===== src/rtl/hazard_sched.sv =====
// -----------------------------------------------------------------------------
// hazard_sched
// Hazard and flush scheduler for the 5-stage MIPS core. It sits beside the ID
// stage and decides, every cycle, whether to:
//   - stall the front end and insert an ID bubble (load-use or branch hazards),
//   - squash the fetched instruction after a taken beq, or
//   - run a multi-cycle exception drain that flushes IF, ID and EX.
// It also latches the exception cause and EPC, and keeps saturating counters
// for stall cycles and taken branches.
//
// Ports
//   clk, rst                      clock (rising edge) and async active-high reset
//   IFID_RegisterRs/Rt            source registers of the ID instruction
//   ID_UsesRt, ID_Branch, Iguales ID instruction qualifiers and branch compare
//   IDEX_* / EXMEM_*              producer info for the EX and MEM instructions
//   ExceptionCause                non-zero raises an exception this cycle
//   PCNext                        PC+1 of the ID instruction (becomes EPC)
//   PCWrite, IFID_Write           front-end update enables
//   ID_Bubble                     zero the ID controls going into ID/EX
//   IF_Flush, ID_Flush, EX_Flush  squash IF/ID, ID/EX, EX/MEM
//   BranchTaken                   select the branch target for the PC
//   ExcRedirect                   one-cycle pulse loading the exception vector
//   CauseReg, EPC, ExcOverrun     exception bookkeeping
//   StallCount, BranchCount       saturating performance counters
// -----------------------------------------------------------------------------
module hazard_sched #(
    parameter int REG_DIR_WIDTH = 3,
    parameter int PC_WIDTH      = 6,
    parameter int DRAIN_CYCLES  = 2,
    parameter int CNT_WIDTH     = 16
) (
    input  logic                     clk,
    input  logic                     rst,
    input  logic [REG_DIR_WIDTH-1:0] IFID_RegisterRs,
    input  logic [REG_DIR_WIDTH-1:0] IFID_RegisterRt,
    input  logic                     ID_UsesRt,
    input  logic                     ID_Branch,
    input  logic                     Iguales,
    input  logic                     IDEX_MemRead,
    input  logic                     IDEX_RegWrite,
    input  logic [REG_DIR_WIDTH-1:0] IDEX_DestReg,
    input  logic                     EXMEM_MemRead,
    input  logic                     EXMEM_RegWrite,
    input  logic [REG_DIR_WIDTH-1:0] EXMEM_DestReg,
    input  logic [2:0]               ExceptionCause,
    input  logic [PC_WIDTH-1:0]      PCNext,
    output logic                     PCWrite,
    output logic                     IFID_Write,
    output logic                     ID_Bubble,
    output logic                     IF_Flush,
    output logic                     ID_Flush,
    output logic                     EX_Flush,
    output logic                     BranchTaken,
    output logic                     ExcRedirect,
    output logic [2:0]               CauseReg,
    output logic [PC_WIDTH-1:0]      EPC,
    output logic                     ExcOverrun,
    output logic [CNT_WIDTH-1:0]     StallCount,
    output logic [CNT_WIDTH-1:0]     BranchCount
);

    typedef enum logic [0:0] {
        ST_RUN   = 1'b0,
        ST_DRAIN = 1'b1
    } state_t;

    localparam logic [3:0]           DRAIN_LOAD = 4'(DRAIN_CYCLES - 1);
    localparam logic [CNT_WIDTH-1:0] CNT_MAX    = {CNT_WIDTH{1'b1}};
    localparam logic [CNT_WIDTH-1:0] CNT_ONE    = {{(CNT_WIDTH-1){1'b0}}, 1'b1};

    state_t                   state_r;
    logic [3:0]               drain_cnt_r;
    logic [2:0]               cause_r;
    logic [PC_WIDTH-1:0]      epc_r;
    logic                     overrun_r;
    logic [CNT_WIDTH-1:0]     stall_cnt_r;
    logic [CNT_WIDTH-1:0]     branch_cnt_r;

    logic                     exc_s;
    logic                     hazard_lu_s;
    logic                     hazard_br_s;
    logic                     stall_s;
    logic                     taken_s;

    // Register address equality; r0 is hard-wired zero and never a dependency.
    function automatic logic reg_match(input logic [REG_DIR_WIDTH-1:0] a,
                                       input logic [REG_DIR_WIDTH-1:0] b);
        return (a == b) && (a != {REG_DIR_WIDTH{1'b0}});
    endfunction

    // Hazard detection: load-use for any reader, plus extra cases for beq,
    // which resolves in ID and can only forward from the EX ALU result.
    always_comb begin
        exc_s       = (ExceptionCause != 3'd0);
        hazard_lu_s = IDEX_MemRead &
                      (reg_match(IDEX_DestReg, IFID_RegisterRs) |
                       (ID_UsesRt & reg_match(IDEX_DestReg, IFID_RegisterRt)));
        // beq always reads both rs and rt, so no ID_UsesRt qualifier here.
        hazard_br_s = ID_Branch &
                      ((IDEX_MemRead   & (reg_match(IDEX_DestReg,  IFID_RegisterRs) |
                                          reg_match(IDEX_DestReg,  IFID_RegisterRt))) |
                       (EXMEM_MemRead  & (reg_match(EXMEM_DestReg, IFID_RegisterRs) |
                                          reg_match(EXMEM_DestReg, IFID_RegisterRt))) |
                       (EXMEM_RegWrite & (reg_match(EXMEM_DestReg, IFID_RegisterRs) |
                                          reg_match(EXMEM_DestReg, IFID_RegisterRt))));
        stall_s     = hazard_lu_s | hazard_br_s;
        taken_s     = ID_Branch & Iguales;
    end

    // Zero-latency pipeline controls decoded from state and current inputs.
    always_comb begin
        PCWrite     = 1'b0;
        IFID_Write  = 1'b0;
        ID_Bubble   = 1'b0;
        IF_Flush    = 1'b0;
        ID_Flush    = 1'b0;
        EX_Flush    = 1'b0;
        BranchTaken = 1'b0;
        ExcRedirect = 1'b0;
        if (rst) begin
            PCWrite    = 1'b0;
            IFID_Write = 1'b0;
        end else begin
            case (state_r)
                ST_RUN: begin
                    if (exc_s) begin
                        PCWrite     = 1'b1;
                        IFID_Write  = 1'b1;
                        IF_Flush    = 1'b1;
                        ID_Flush    = 1'b1;
                        EX_Flush    = 1'b1;
                        ExcRedirect = 1'b1;
                    end else if (stall_s) begin
                        ID_Bubble   = 1'b1;
                    end else if (taken_s) begin
                        PCWrite     = 1'b1;
                        IFID_Write  = 1'b1;
                        IF_Flush    = 1'b1;
                        BranchTaken = 1'b1;
                    end else begin
                        PCWrite     = 1'b1;
                        IFID_Write  = 1'b1;
                    end
                end
                ST_DRAIN: begin
                    // Keep the pipe moving so younger work gets flushed out.
                    PCWrite    = 1'b1;
                    IFID_Write = 1'b1;
                    IF_Flush   = 1'b1;
                    ID_Flush   = 1'b1;
                    EX_Flush   = 1'b1;
                end
                default: begin
                    PCWrite    = 1'b0;
                    IFID_Write = 1'b0;
                end
            endcase
        end
    end

    // Scheduler state, exception bookkeeping and saturating counters.
    always_ff @(posedge clk or posedge rst) begin
        if (rst) begin
            state_r      <= ST_RUN;
            drain_cnt_r  <= 4'd0;
            cause_r      <= 3'd0;
            epc_r        <= {PC_WIDTH{1'b0}};
            overrun_r    <= 1'b0;
            stall_cnt_r  <= {CNT_WIDTH{1'b0}};
            branch_cnt_r <= {CNT_WIDTH{1'b0}};
        end else begin
            case (state_r)
                ST_RUN: begin
                    if (exc_s) begin
                        cause_r <= ExceptionCause;
                        epc_r   <= PCNext;
                        if (DRAIN_CYCLES > 1) begin
                            state_r     <= ST_DRAIN;
                            drain_cnt_r <= DRAIN_LOAD;
                        end
                    end else if (stall_s) begin
                        if (stall_cnt_r != CNT_MAX) begin
                            stall_cnt_r <= stall_cnt_r + CNT_ONE;
                        end
                    end else if (taken_s) begin
                        if (branch_cnt_r != CNT_MAX) begin
                            branch_cnt_r <= branch_cnt_r + CNT_ONE;
                        end
                    end
                end
                ST_DRAIN: begin
                    // A cause arriving mid-drain cannot be serviced; flag it only.
                    if (exc_s) begin
                        overrun_r <= 1'b1;
                    end
                    if (drain_cnt_r <= 4'd1) begin
                        state_r     <= ST_RUN;
                        drain_cnt_r <= 4'd0;
                    end else begin
                        drain_cnt_r <= drain_cnt_r - 4'd1;
                    end
                end
                default: begin
                    state_r     <= ST_RUN;
                    drain_cnt_r <= 4'd0;
                end
            endcase
        end
    end

    assign CauseReg    = cause_r;
    assign EPC         = epc_r;
    assign ExcOverrun  = overrun_r;
    assign StallCount  = stall_cnt_r;
    assign BranchCount = branch_cnt_r;

endmodule


===== config.mk =====
export PLATFORM = sky130hd
export DESIGN_NAME = hazard_sched
export DESIGN_NICKNAME = d
export VERILOG_FILES = /design/src/rtl/hazard_sched.sv
export SDC_FILE = /design/constraint.sdc
export NUM_CORES = 1
export LEC_CHECK = 0
export CAP_MARGIN = 20
export CORE_AREA = 2 2 101 103
export DETAILED_ROUTE_END_ITERATION = 8
export DIE_AREA = 0 0 103 105
export PLACE_DENSITY_LB_ADDON = 0.08
export SKIP_CTS_REPAIR_TIMING = 1
export SLEW_MARGIN = 15
export SYNTH_ARGS = -nofsm -noshare
export SYNTH_HDL_FRONTEND = slang
export SYNTH_SLANG_ARGS = --single-unit

===== constraint.sdc =====
create_clock -name clk -period 4.25 [get_ports clk]
set_clock_uncertainty 0.05 [all_clocks]
set_input_delay 0.85 -clock clk [delete_from_list [all_inputs] [get_ports clk]]
set_output_delay 0.85 -clock clk [all_outputs]
set_load 0.01 [all_outputs]

**Yosys cells after proc, flatten, opt, wreduce, memory -nomap -nowiden**

Index checks and enable logic that the tools add are counted.

- Flip-flop bits (word level): 47
- Latch bits: 0
- Bits in writable memories: 0
- Bits in read-only memories: 0
- Output and inout port bits: 50
- Memories kept: 0

- $add $sub $neg: 3
- $mul: 0
- Div/mod/pow operators: 0
- Magnitude comparators: 1
- Equality and inequality tests: 7
- Shifts and indexed selects: 0
- Mux-type cells: 26
- Bitwise logic cells: 16
- Reductions and logical operators: 11

Operators by type and width:

| operator | number |
|---|---|
| adder 16 x 1 -> 16 bit (second input constant) | 2 |
| inequality test 16 bit (second input constant) | 2 |
| two-way mux 1 bit | 19 |
| == test 3 bit | 4 |
| nonzero test 3 bit | 3 |
| two-way mux 4 bit | 2 |
| one-hot mux 1 bit (2 select lines) | 4 |
| one-hot mux 4 bit (2 select lines) | 1 |
| bitwise AND 1 bit | 7 |
| OR 1 bit | 6 |
| AND reduction 5 bit | 1 |
| <= comparator 4 x 1 -> 1 bit (second input constant) | 1 |
| logical AND 1 bit | 4 |
| AND reduction 2 bit | 2 |
| AND reduction 4 bit | 1 |
| subtractor 4 x 1 -> 4 bit (second input constant) | 1 |
| inverter 1 bit | 3 |
| inequality test 2 bit (second input constant) | 1 |

**Depth between registers and ports, before layout**

- Depth in word-level cells: 12
- Gate-level depth with buffers: 8
- Depth with buffers taken out: 7

**Worst setup path after synthesis**

Ideal clock, no wire load.

- Path type: input to output
- Start point: in IFID_RegisterRt[1]
- End point: out PCWrite
- Arrival time: 2.501 ns
- Data required time: 3.350 ns
- Setup slack: 0.849 ns
- Cell stages on the path: 8
- Buffers on the path: 2
- Cells stage by stage: xor2_1 > nor3_1 > or4_4 > a21oi_2 > buf_2 > nor2_1 > nor2_1 > buf_4

- Cells in the longest elaborated chain, start to end: 12
- Elaborated cells between the ends (all ways): 20
- Those cells by class: 2 x eq/ne; 4 x mux; 12 x bitwise; 2 x reduce/logical

RTL lines:

| element | line | text |
|---|---|---|
| from (decl) | 35 | `input logic [REG_DIR_WIDTH-1:0] IFID_RegisterRt,` |
| == test 3 bit | 88 | `return (a == b) && (a != {REG_DIR_WIDTH{1'b0}});` |
| logical AND 1 bit | 88 |  |
| OR 1 bit (on tied branches) | 100, 102, 104 |  |
| bitwise AND 1 bit (on tied branches) | 100, 102 |  |
| OR 1 bit | 101 | `reg_match(IDEX_DestReg, IFID_RegisterRt))) \|` |
| OR 1 bit | 103 | `reg_match(EXMEM_DestReg, IFID_RegisterRt))) \|` |
| bitwise AND 1 bit | 99 | `hazard_br_s = ID_Branch &` |
| OR 1 bit * | 106 | `stall_s = hazard_lu_s \| hazard_br_s;` |
| two-way mux 1 bit * (2 in series) | -- |  |
| one-hot mux 1 bit (2 select lines) * | -- |  |
| two-way mux 1 bit * | -- |  |
| to (decl) | 47 | `output logic PCWrite,` |

Mark *: on every way between the ends. The rest lies on a longest branch, timed or not.

**Worst setup path after layout**

- Start point: in EXMEM_DestReg[1]
- End point: out BranchTaken

- Cells in the longest elaborated chain, start to end: 12
- Elaborated cells between the ends (all ways): 16
- Those cells by class: 2 x eq/ne; 4 x mux; 7 x bitwise; 3 x reduce/logical

RTL lines:

| element | line | text |
|---|---|---|
| from (decl) | 44 | `input logic [REG_DIR_WIDTH-1:0] EXMEM_DestReg,` |
| == test 3 bit / nonzero test 3 bit (equally long branches) | 88 |  |
| logical AND 1 bit | 88 |  |
| OR 1 bit * | 102, 104 |  |
| bitwise AND 1 bit | 102 | `(EXMEM_MemRead & (reg_match(EXMEM_DestReg, IFID_RegisterRs) \|` |
| OR 1 bit | 101 |  |
| OR 1 bit * | 103 |  |
| bitwise AND 1 bit * | 99 |  |
| OR 1 bit * | 106 |  |
| two-way mux 1 bit * | 133 | `end else if (stall_s) begin` |
| two-way mux 1 bit * | 126 | `if (exc_s) begin` |
| two-way mux 1 bit * | 124 | `case (state_r)` |
| two-way mux 1 bit * | 120 | `if (rst) begin` |
| to (decl) | 53 | `output logic BranchTaken,` |

Marked as above.

==> parameters.txt <==
Parameter                              Value

Outcome
  Run status ... complete, no violations

Die
  Floorplan row count ... 36
  DIE AREA ... 0.0108 mm²
  Core Footprint ... 0.00964 mm²
  Die extent in y ... 105 µm
  Number of top-level pins ... 80
  Effective utilization at floorplan ... 0.247
  Die X ... 103 µm

Global route
  Number of global-route vias before repair ... 2082
  First-pass GRT wire length ... 10400 µm
  Pin count of the biggest net entering global routing ... 48
  Global-route usage over all layers ... 0.120
  Number of antenna violations at the first check in global routing ... 0
  Residual overflow from global routing ... 0

Worst setup path
  Launching instance or port of the critical path ... EXMEM_DestReg[1]
  R2r endpoint ... BranchCount[1]
  Required time worst endpoint ... 3.35 ns
  Crit end category ... output pin
  R2R cell count ... 6
  Reg-to-reg slack, setup ... 1.91 ns
  Crit Path Max Fanout ... 5
  Critical path start-end classification ... in -> out
  Data arrival, critical path ... 3.21 ns
  Reg2Reg Launch Point ... BranchCount[0]
  Kind of start point of the critical path ... input pin

Final layout
  Multi-input gate area ... 0.00115 mm²
  Final Cell Area ... 0.00347 mm²
  Layout overhead on the synthesized area ... 45.6%
  Non-Filler Instances ... 459
  Net total in the final layout ... 359
  Register cell area after layout ... 0.00118 mm²
  Diodes inserted ... 0
  Post-route core utilization ... 0.360
  Filler cell count in the final layout ... 1013
  Share of final-layout standard cells stronger than drive strength 1 ... 0.0767

Placement
  Placed Instances ... 451
  Standard cell area after detailed placement ... 0.00335 mm²
  GP Congestion ... 0.742
  Number of port buffers ... 78
  HPWL Detailed ... 4500 µm

STA
  Worst-margin pin slew ... 0.703 ns
  Final-layout worst hold slack ... 0.427 ns
  Max-slew violation total from the final report ... 0
  Final TNS setup ... 0 ns
  Final setup viols ... 0
  Final period utilization ... 0.966
  Clock period minus final worst setup slack ... 4.11 ns
  Worst relative slew slack ... 0.532
  Max Fclk ... 0.243 GHz
  Final Hold Violating Endpoints ... 0
  Setup repair after global routing missed its margin ... no

Power
  Fraction of power consumed by combinational cells ... 0.315
  Ratio of total power to cell area ... 374 mW/mm²
  Internal power component ... 884 µW
  Relative contribution of the clock network to total power ... 0.237
  Switching fraction of total power ... 0.319
  Leakage power ... 1.52 nW
  Sequential fraction of design power ... 0.449
  VDD IR-drop max ... 145 µV
  P_sw ... 414 µW

Clock network
  Clock latency reported for the late side of the worst-skew pair ... 0.30 ns
  Library cell used as clock root buffer ... sky130_fd_sc_hd__clkbuf_8
  Clock slew at the register clock pins of the worst setup and hold paths ... 0.09 ns
  Total CTS buffers ... 5
  Clock tree buffer depth ... 2
  Clock tree from TritonCTS ... built
  Clock Sink Count ... 47
  Total number of H-tree levels ... 2

Synthesis
  #FFs+latches synth ... 47
  Number of warnings reported in the yosys synthesis log ... 0
  Library cell occupying the most area in the post-synthesis netlist ... sky130_fd_sc_hd__dfrtp_1
  Area contributors post-synth ... sky130_fd_sc_hd__dfrtp_1 (49%), sky130_fd_sc_hd__xnor2_1 (8.1%), sky130_fd_sc_hd__xor2_1 (6.3%), sky130_fd_sc_hd__nand2_1 (5.7%), sky130_fd_sc_hd__nand4_1 (3.2%)
  Fraction of registers with async set or reset after synthesis ... 1.00
  Count of cell types in the netlist ... 33
  Yosys top cell area share ... 0.494
  Cell count after synthesis ... 239
  Most frequent cell after synthesis ... sky130_fd_sc_hd__dfrtp_1
  Synth Net Count ... 273
  Primary FF master, synth ... sky130_fd_sc_hd__dfrtp_1
  Synthesized area per cell ... 9.96 µm²
  Sequential share of the synthesized area ... 0.494
  Most instantiated cells after synthesis ... sky130_fd_sc_hd__dfrtp_1 (47), sky130_fd_sc_hd__nand2_1 (36), sky130_fd_sc_hd__xnor2_1 (22), sky130_fd_sc_hd__xor2_1 (17)
  Post-synth EDFFs ... 0
  Synthesized cell area ... 0.00238 mm²

Route
  Top routing layer used ... met4
  Wire length reported by the detailed router ... 6140 µm
  Drt initial violations ... 43
  Vias per std cell ... 4.39
  DR WL met2 ... 3010 µm
  First-pass iteration count of the detailed router ... 4
  Wire length on met1 ... 2820 µm
  DR DRC count ... 0
  Met3 layer wire length in the routed design ... 236 µm
  Antenna violation net count after detailed routing ... 0
  Via count ... 2013
  Drt wl/cell ... 13.4 µm

Worst hold path
  Hold Crit Depth ... 2
  Path class of the lowest-slack min-delay path ... reg -> reg
  Worst Hold Endpoint ... EPC[1]
  Hold path start ... EPC[1]

Run
  Max-cap violations ... 0
area by class of cell:
type | count | share of cell area
sequential | 47 | 0.339
multi-input combinational | 177 | 0.331
timing repair buffer | 86 | 0.243
tap | 133 | 0.0480
clock buffer | 7 | 0.0278
inverter | 8 | 0.00866
clock inverter | 1 | 0.00217
stage by stage:
| stage | power, mW | setup WS [ns] |
|---|---|---|
| global placement | 1.01 | 0.0746 |
| floorplan | 0.784 | 0.849 |
| finish | 1.30 | 0.143 |
| global route | 1.40 | 0.0265 |
| detailed placement | 1.01 | 0.0134 |
| CTS | 1.32 | 0.0136 |
power by group through the flow:
| stage | registers [mW] | logic [mW] | clock network, mW |
|---|---|---|---|
| final | 0.582 | 0.408 | 0.307 |
| after global routing | 0.595 | 0.459 | 0.342 |
| after CTS | 0.583 | 0.416 | 0.325 |
| after detailed placement | 0.588 | 0.417 | 0 |
| after global placement | 0.590 | 0.416 | 0 |
| after floorplan | 0.605 | 0.179 | 0 |
critical path: stages:
cell and delay, ns:
sky130_fd_sc_hd__clkdlybuf4s50_1 0.53, sky130_fd_sc_hd__xor2_1 0.20, sky130_fd_sc_hd__nor3_1 0.08, sky130_fd_sc_hd__or4_4 0.56, sky130_fd_sc_hd__a21oi_4 0.21, sky130_fd_sc_hd__and3_1 0.23, sky130_fd_sc_hd__clkdlybuf4s50_1 0.55
kinds of logic (layout without fill, tap and decap cells):
logic type	after synthesis	in the layout	share of synthesized area
simple gates	113	113	0.238
buf+inv	15	102	0.0278
mux	4	4	0.0189
fa+ha+maj	4	4	0.0210
flops	47	47	0.494
compound gates	17	17	0.0573
xor+xnor	39	39	0.143
cell usage in the layout (no fill, tap or decap), drive strengths merged:
master	synthesis	routed
nor4b	1	1
or4	1	1
xor2	17	17
a22o	2	2
or3b	1	1
nor4	10	10
inv	8	8
and2	1	1
dfrtp	47	47
clkdlybuf4s50	0	77
clkbuf	3	7
nor2	13	13
a21oi	3	3
and4	1	1
nand3	13	13
ha	4	4
o2111ai	1	1
nand2b	1	1
or3	2	2
buf	4	8
o31ai	2	2
o22ai	2	2
xnor2	22	22
a31oi	1	1
o21ai	3	3
nand4	12	12
a21o	2	2
dlymetal6s2s	0	1
and3	9	9
nor3	12	12
clkinvlp	0	1
mux2	4	4
a2111oi	1	1
nand2	36	36
how the worst max path moves through the flow:
| stage | slack, ns | to | cells after the start |
|---|---|---|---|
| global route | 0.03 | PCWrite | 8 |
| CTS | 0.01 | IF_Flush | 8 |
| detailed placement | 0.01 | IF_Flush | 8 |
| global placement | 0.07 | IF_Flush | 8 |
| finish | 0.14 | BranchTaken | 7 |
| floorplan | 0.85 | PCWrite | 8 |
layer usage:
| metal | up-vias | global-route usage |
|---|---|---|
| met3 | 7 | 0.0241 |
| met4 | 0 | 0.0338 |
| met5 | - | 0 |
| li1 | 1006 | - |
| met1 | 957 | 0.158 |
| met2 | 43 | 0.197 |
sequential cells by signal, indices dropped and copies added (netlist names):
signal,count
state_r,1
BranchCount,16
drain_cnt_r,4
EPC,6
ExcOverrun,1
CauseReg,3
StallCount,16
Power figures use the tool's default switching activity.
